### src/rtl/neopixel_frame_ctrl.sv
// WS2812 frame sequencer: fetches NUM_PIXELS GRB words, hands each to the serializer, then holds the latch gap.
// Optional macro DIM_EN: mode 11 sends a dimmed frame (each colour byte >> 2); otherwise mode 11 behaves as mode 00.
module neopixel_frame_ctrl #(
   parameter int NUM_PIXELS   = 5,
   parameter int ADDR_W       = 3,
   parameter int LATCH_CYCLES = 2500
) (
   input  logic              clock,
   input  logic              reset,
   input  logic              key_n,
   input  logic [1:0]        mode,
   output logic [ADDR_W-1:0] rd_addr,
   input  logic [23:0]       rd_data,
   output logic              ser_valid,
   output logic [23:0]       ser_data,
   input  logic              ser_ready,
   output logic              busy,
   output logic              frame_done
);

   localparam int CNT_W = $clog2(LATCH_CYCLES + 1);
   localparam logic [ADDR_W-1:0] IDX_LAST = ADDR_W'(NUM_PIXELS - 1);
   localparam logic [CNT_W-1:0]  CNT_LAST = CNT_W'(LATCH_CYCLES - 1);
   localparam logic [CNT_W-1:0]  CNT_ONE  = CNT_W'(1);

   typedef enum logic [2:0] {
      IDLE,
      FETCH,
      LOAD,
      SEND,
      DRAIN,
      LATCH
   } state_t;

   state_t            state_q;
   logic [ADDR_W-1:0] idx_q;
   logic [CNT_W-1:0]  cnt_q;
   logic [1:0]        mode_q;
   logic              key_q;
   logic              armed_q;
   logic              ser_valid_q;
   logic [23:0]       ser_data_q;
   logic              busy_q;
   logic              frame_done_q;
   logic [23:0]       load_d;
   logic              start;

   // armed_q blocks a key that is already held when reset releases from looking like a fresh press.
   assign start = armed_q & key_q & ~key_n;

   // NOTE: load_d is given a value before the case so no path through this block can infer a latch.
   always_comb begin
      load_d = rd_data;
      case (mode_q)
         2'b10:   load_d = 24'h000000;
`ifdef DIM_EN
         2'b11:   load_d = {2'b00, rd_data[23:18], 2'b00, rd_data[15:10], 2'b00, rd_data[7:2]};
`endif
         default: load_d = rd_data;
      endcase
   end

   // NOTE: every register here is state, so all assignments are non-blocking and reset is sampled on the clock.
   always_ff @(posedge clock) begin
      if (reset) begin
         state_q      <= IDLE;
         idx_q        <= '0;
         cnt_q        <= '0;
         mode_q       <= 2'b00;
         key_q        <= 1'b1;
         armed_q      <= 1'b0;
         ser_valid_q  <= 1'b0;
         ser_data_q   <= 24'h000000;
         busy_q       <= 1'b0;
         frame_done_q <= 1'b0;
      end else begin
         key_q        <= key_n;
         frame_done_q <= 1'b0;
         if (key_n) begin
            armed_q <= 1'b1;
         end
         case (state_q)
            IDLE: begin
               if (start) begin
                  state_q <= FETCH;
                  idx_q   <= '0;
                  mode_q  <= mode;
                  busy_q  <= 1'b1;
               end
            end
            FETCH: begin
               state_q <= LOAD;
            end
            LOAD: begin
               ser_data_q  <= load_d;
               ser_valid_q <= 1'b1;
               state_q     <= SEND;
            end
            SEND: begin
               if (ser_ready) begin
                  ser_valid_q <= 1'b0;
                  if (idx_q == IDX_LAST) begin
                     state_q <= DRAIN;
                  end else begin
                     idx_q   <= idx_q + ADDR_W'(1);
                     state_q <= FETCH;
                  end
               end
            end
            DRAIN: begin
               if (ser_ready) begin
                  state_q      <= LATCH;
                  cnt_q        <= '0;
                  frame_done_q <= (CNT_LAST == '0);
               end
            end
            LATCH: begin
               if (cnt_q == CNT_LAST) begin
                  cnt_q <= '0;
                  if (mode == 2'b01) begin
                     state_q <= FETCH;
                     idx_q   <= '0;
                     mode_q  <= mode;
                  end else begin
                     state_q <= IDLE;
                     busy_q  <= 1'b0;
                  end
               end else begin
                  cnt_q        <= cnt_q + CNT_ONE;
                  frame_done_q <= ((cnt_q + CNT_ONE) == CNT_LAST);
               end
            end
            default: begin
               state_q     <= IDLE;
               busy_q      <= 1'b0;
               ser_valid_q <= 1'b0;
            end
         endcase
      end
   end

   assign rd_addr    = idx_q;
   assign ser_valid  = ser_valid_q;
   assign ser_data   = ser_data_q;
   assign busy       = busy_q;
   assign frame_done = frame_done_q;

endmodule
### config.mk
export PLATFORM = sky130hd
export DESIGN_NAME = neopixel_frame_ctrl
export DESIGN_NICKNAME = d
export VERILOG_FILES = /design/src/rtl/neopixel_frame_ctrl.sv
export SDC_FILE = /design/constraint.sdc
export NUM_CORES = 1
export LEC_CHECK = 0
export BUFFER_PORTS_ARGS = -buffer_cell sky130_fd_sc_hd__buf_4
export CAP_MARGIN = 20
export CORE_ASPECT_RATIO = 1.75
export CORE_MARGIN = 2
export CORE_UTILIZATION = 56
export CTS_CLUSTER_DIAMETER = 60
export DETAILED_ROUTE_END_ITERATION = 6
export HOLD_SLACK_MARGIN = 0.12
export PLACE_DENSITY = 0.94
export SLEW_MARGIN = 10
export SYNTH_ARGS = -nofsm -noshare
export SYNTH_HDL_FRONTEND = slang
export SYNTH_SLANG_ARGS = --single-unit
### constraint.sdc
create_clock -name clock -period 5.5 [get_ports clock]
set_input_delay 0.275 -clock clock [delete_from_list [all_inputs] [get_ports clock]]
set_output_delay 0.275 -clock clock [all_outputs]
set_load 0.02 [all_outputs]
==> metrics.txt <==
crit share post-route=40.4%; Net Sw Frac=36.3%; Starting Density=57.6%; CTS Buf Count=5; ratio of cells with drive above 1 in the final layout=23.2%; FF+latch area=981 um^2; setup_tns=0 ns; RSZ-0062 raised after global routing=no; mapped cell area=2340 um^2; Seq/Total Area, Yosys=41.8%; part of the power in registers=45.3%; core box area=4070 um^2; Synth Area in XOR/XNOR=3.36%; critical path arrival=2.45 ns; I/O pin count=60; CTS Root Cell=clkbuf_8; worst r2r src=cnt_q[0]; RePlAce Congestion=0.970; syn avg cell area=8.23 um^2; critical path's slowest cell=nor2b_1; EDFF count, synth=0; CTS tree=built; ranking of synthesized cells by area=dfxtp_1, a21oi_1, nand2_1; mux cell area share after synthesis=1.28%; initial antenna violation count=0; Residual DRC=0; vias per cell=5.87; FP Rows=31; # clock sinks=49; Port Buffers=59; largest family of logic cells by synthesized area=simple AND/OR/NAND/NOR gates; synthesized flop and latch total=49; Cells after Synth=285; Slew Viols, Final=0; first-pass GRT wire length=8.44 mm; count of cell types in the netlist=46; DP HPWL=3.98 mm; Mapped Nets=320; worst-case vdd ir drop=0.229 mV; worst-path cell chain=ha_1 -> and3_1 -> nand3_1 -> nor2b_1 -> buf_4 -> nand2_1 -> nor4b_2; complex-gate fraction of the synthesized area=17.2%; area of the multi-input gates=1220 um^2; worst-margin pin slew=0.879 ns; vias=2238; Die Wd=52.9 um; most frequent cells in the layout=buf_4, dfxtp_1, nand2_1; CP endpoint kind=flop; 1st-iter DRT viols=60; WL final=5.52 mm; FMAX=0.450 GHz; Final min period=2.22 ns; status=complete, no violations; post-cts repair resize count=0; Yosys Warn Count=0; Initial DRT Pass Iterations=4; Setup CP Type=flop to flop; delay-heaviest family, CP=simple AND/OR/NAND/NOR gates; vias in the first global route=1965; GRT Util Overall=24.2%; largest area contributor in the netlist=dfxtp_1; Main synth FF type=dfxtp_1; worst hold slack=0.172 ns; maxcap violations=0; cts hold-fix bufs=0; Fillers=322; Hold WC Path Type=primary input to flop; largest net degree at the start of global routing=53; Internal=0.621 mW; clk slew on worst S/H paths=0.09 ns; Rel. slew slack=41.2%; Yosys top cell area share=41.8%; crit-path max cell delay=0.57 ns; worst endpoint required time=5.73 ns; crit path launch type=flop; Synth async-reset ratio=0%; global route total overflow=0; most common cell after layout, fill and taps aside=buf_4; clock buffer depth=2; Pwr Density=344 nW/um^2; Synth-to-Final Area Change=21.0%; Clock power frac=22.0%; Die Area=4740 um^2; switching pwr=0.354 mW; Hold Startpoint=key_n; nets@finish=366; crit path buf inv count=1; post-synthesis adder-cell area fraction=2.67%; CP max FO=11; skew final=0.00659 ns; Comb power frac=32.8%; Crit. Startpoint=cnt_q[0]; Pleak=1.11 nW; clock latency on the worst-skew pair=0.31 ns; Post-Synth Simple-Gate Area=27.5%; htree depth=2; Avg WL per Cell=14.5 um; remaining antenna violation count=0; final setup fails=0; Die Ht=89.6 um; ANT cells=0; Final Hold Fails=0; # Post-CTS Setup Buffers=0
cells by family (layout without fill, tap and decap cells):
group / after synthesis / count (layout)
buf+inv: 29 / 76
simple gates: 122 / 122
fa+ha+maj: 5 / 5
mux: 3 / 3
flops: 49 / 49
compound gates: 68 / 68
xor+xnor: 9 / 9
per-stage QoR:
step	util [%]	setup WS, ns	power [mW]	std cells	cell area, um^2
6_report	69.7	3.28	0.976	381	2840
5_1_grt	69.7	3.08	1.03	381	2840
4_1_cts	69.5	2.95	0.985	380	2830
3_5_place_dp	67.3	2.98	0.769	372	2740
3_3_place_gp	67.3	3.13	0.760	372	2740
2_1_floorplan	-	3.77	0.662	285	2340
power by group through the flow:
stage	Sequential (mW)	Clock (mW)	Combinational (mW)
detailed placement	0.450	0	0.320
floorplan	0.478	0	0.184
CTS	0.441	0.222	0.321
global route	0.449	0.235	0.349
global placement	0.447	0	0.313
finish	0.442	0.214	0.320
path summary, 6_finish.rpt:
path             endpoint  slack, ns  depth (start not counted)
max            frame_done       3.28                          7
min                 key_q       0.17                          2
max reg2reg    frame_done       3.28                          7
min reg2reg  ser_data[14]       0.46                          2
synthesized netlist by cell type (all sizes together), types with 5 or more instances:
| library cell | count |
|---|---|
| a21oi | 38 |
| a22oi | 5 |
| a311oi | 5 |
| buf | 12 |
| clkbuf | 10 |
| dfxtp | 49 |
| ha | 5 |
| inv | 7 |
| nand2 | 39 |
| nand2b | 5 |
| nand3 | 29 |
| nand3b | 6 |
| nor2 | 18 |
| o21ai | 8 |
| xnor2 | 6 |
state kept, by name, indices dropped and copies added, names as in the netlist:
signal      flops
busy            1
ser_valid       1
mode_q          2
key_q           1
state_q         3
frame_done      1
ser_data       24
armed_q         1
cnt_q          12
rd_addr         3
final cells by class:
class | instances | area share [%]
multi-input cells | 207 | 43.0
flip-flops and latches | 49 | 34.6
repair buffers | 61 | 16.1
clock buffers | 5 | 2.43
well taps | 49 | 2.16
inverters | 7 | 0.926
clock inverters | 3 | 0.750
layer usage:
layer  share of wire (%)  up-vias  track usage, %
met5                   0        -               0
met4                 3.4        0            14.7
met1                  36     1042            23.8
met3                 6.4       21            5.46
li1                    -     1094               -
met2                  54       81            44.5
Note: power is estimated with default switching activity, not from simulation.
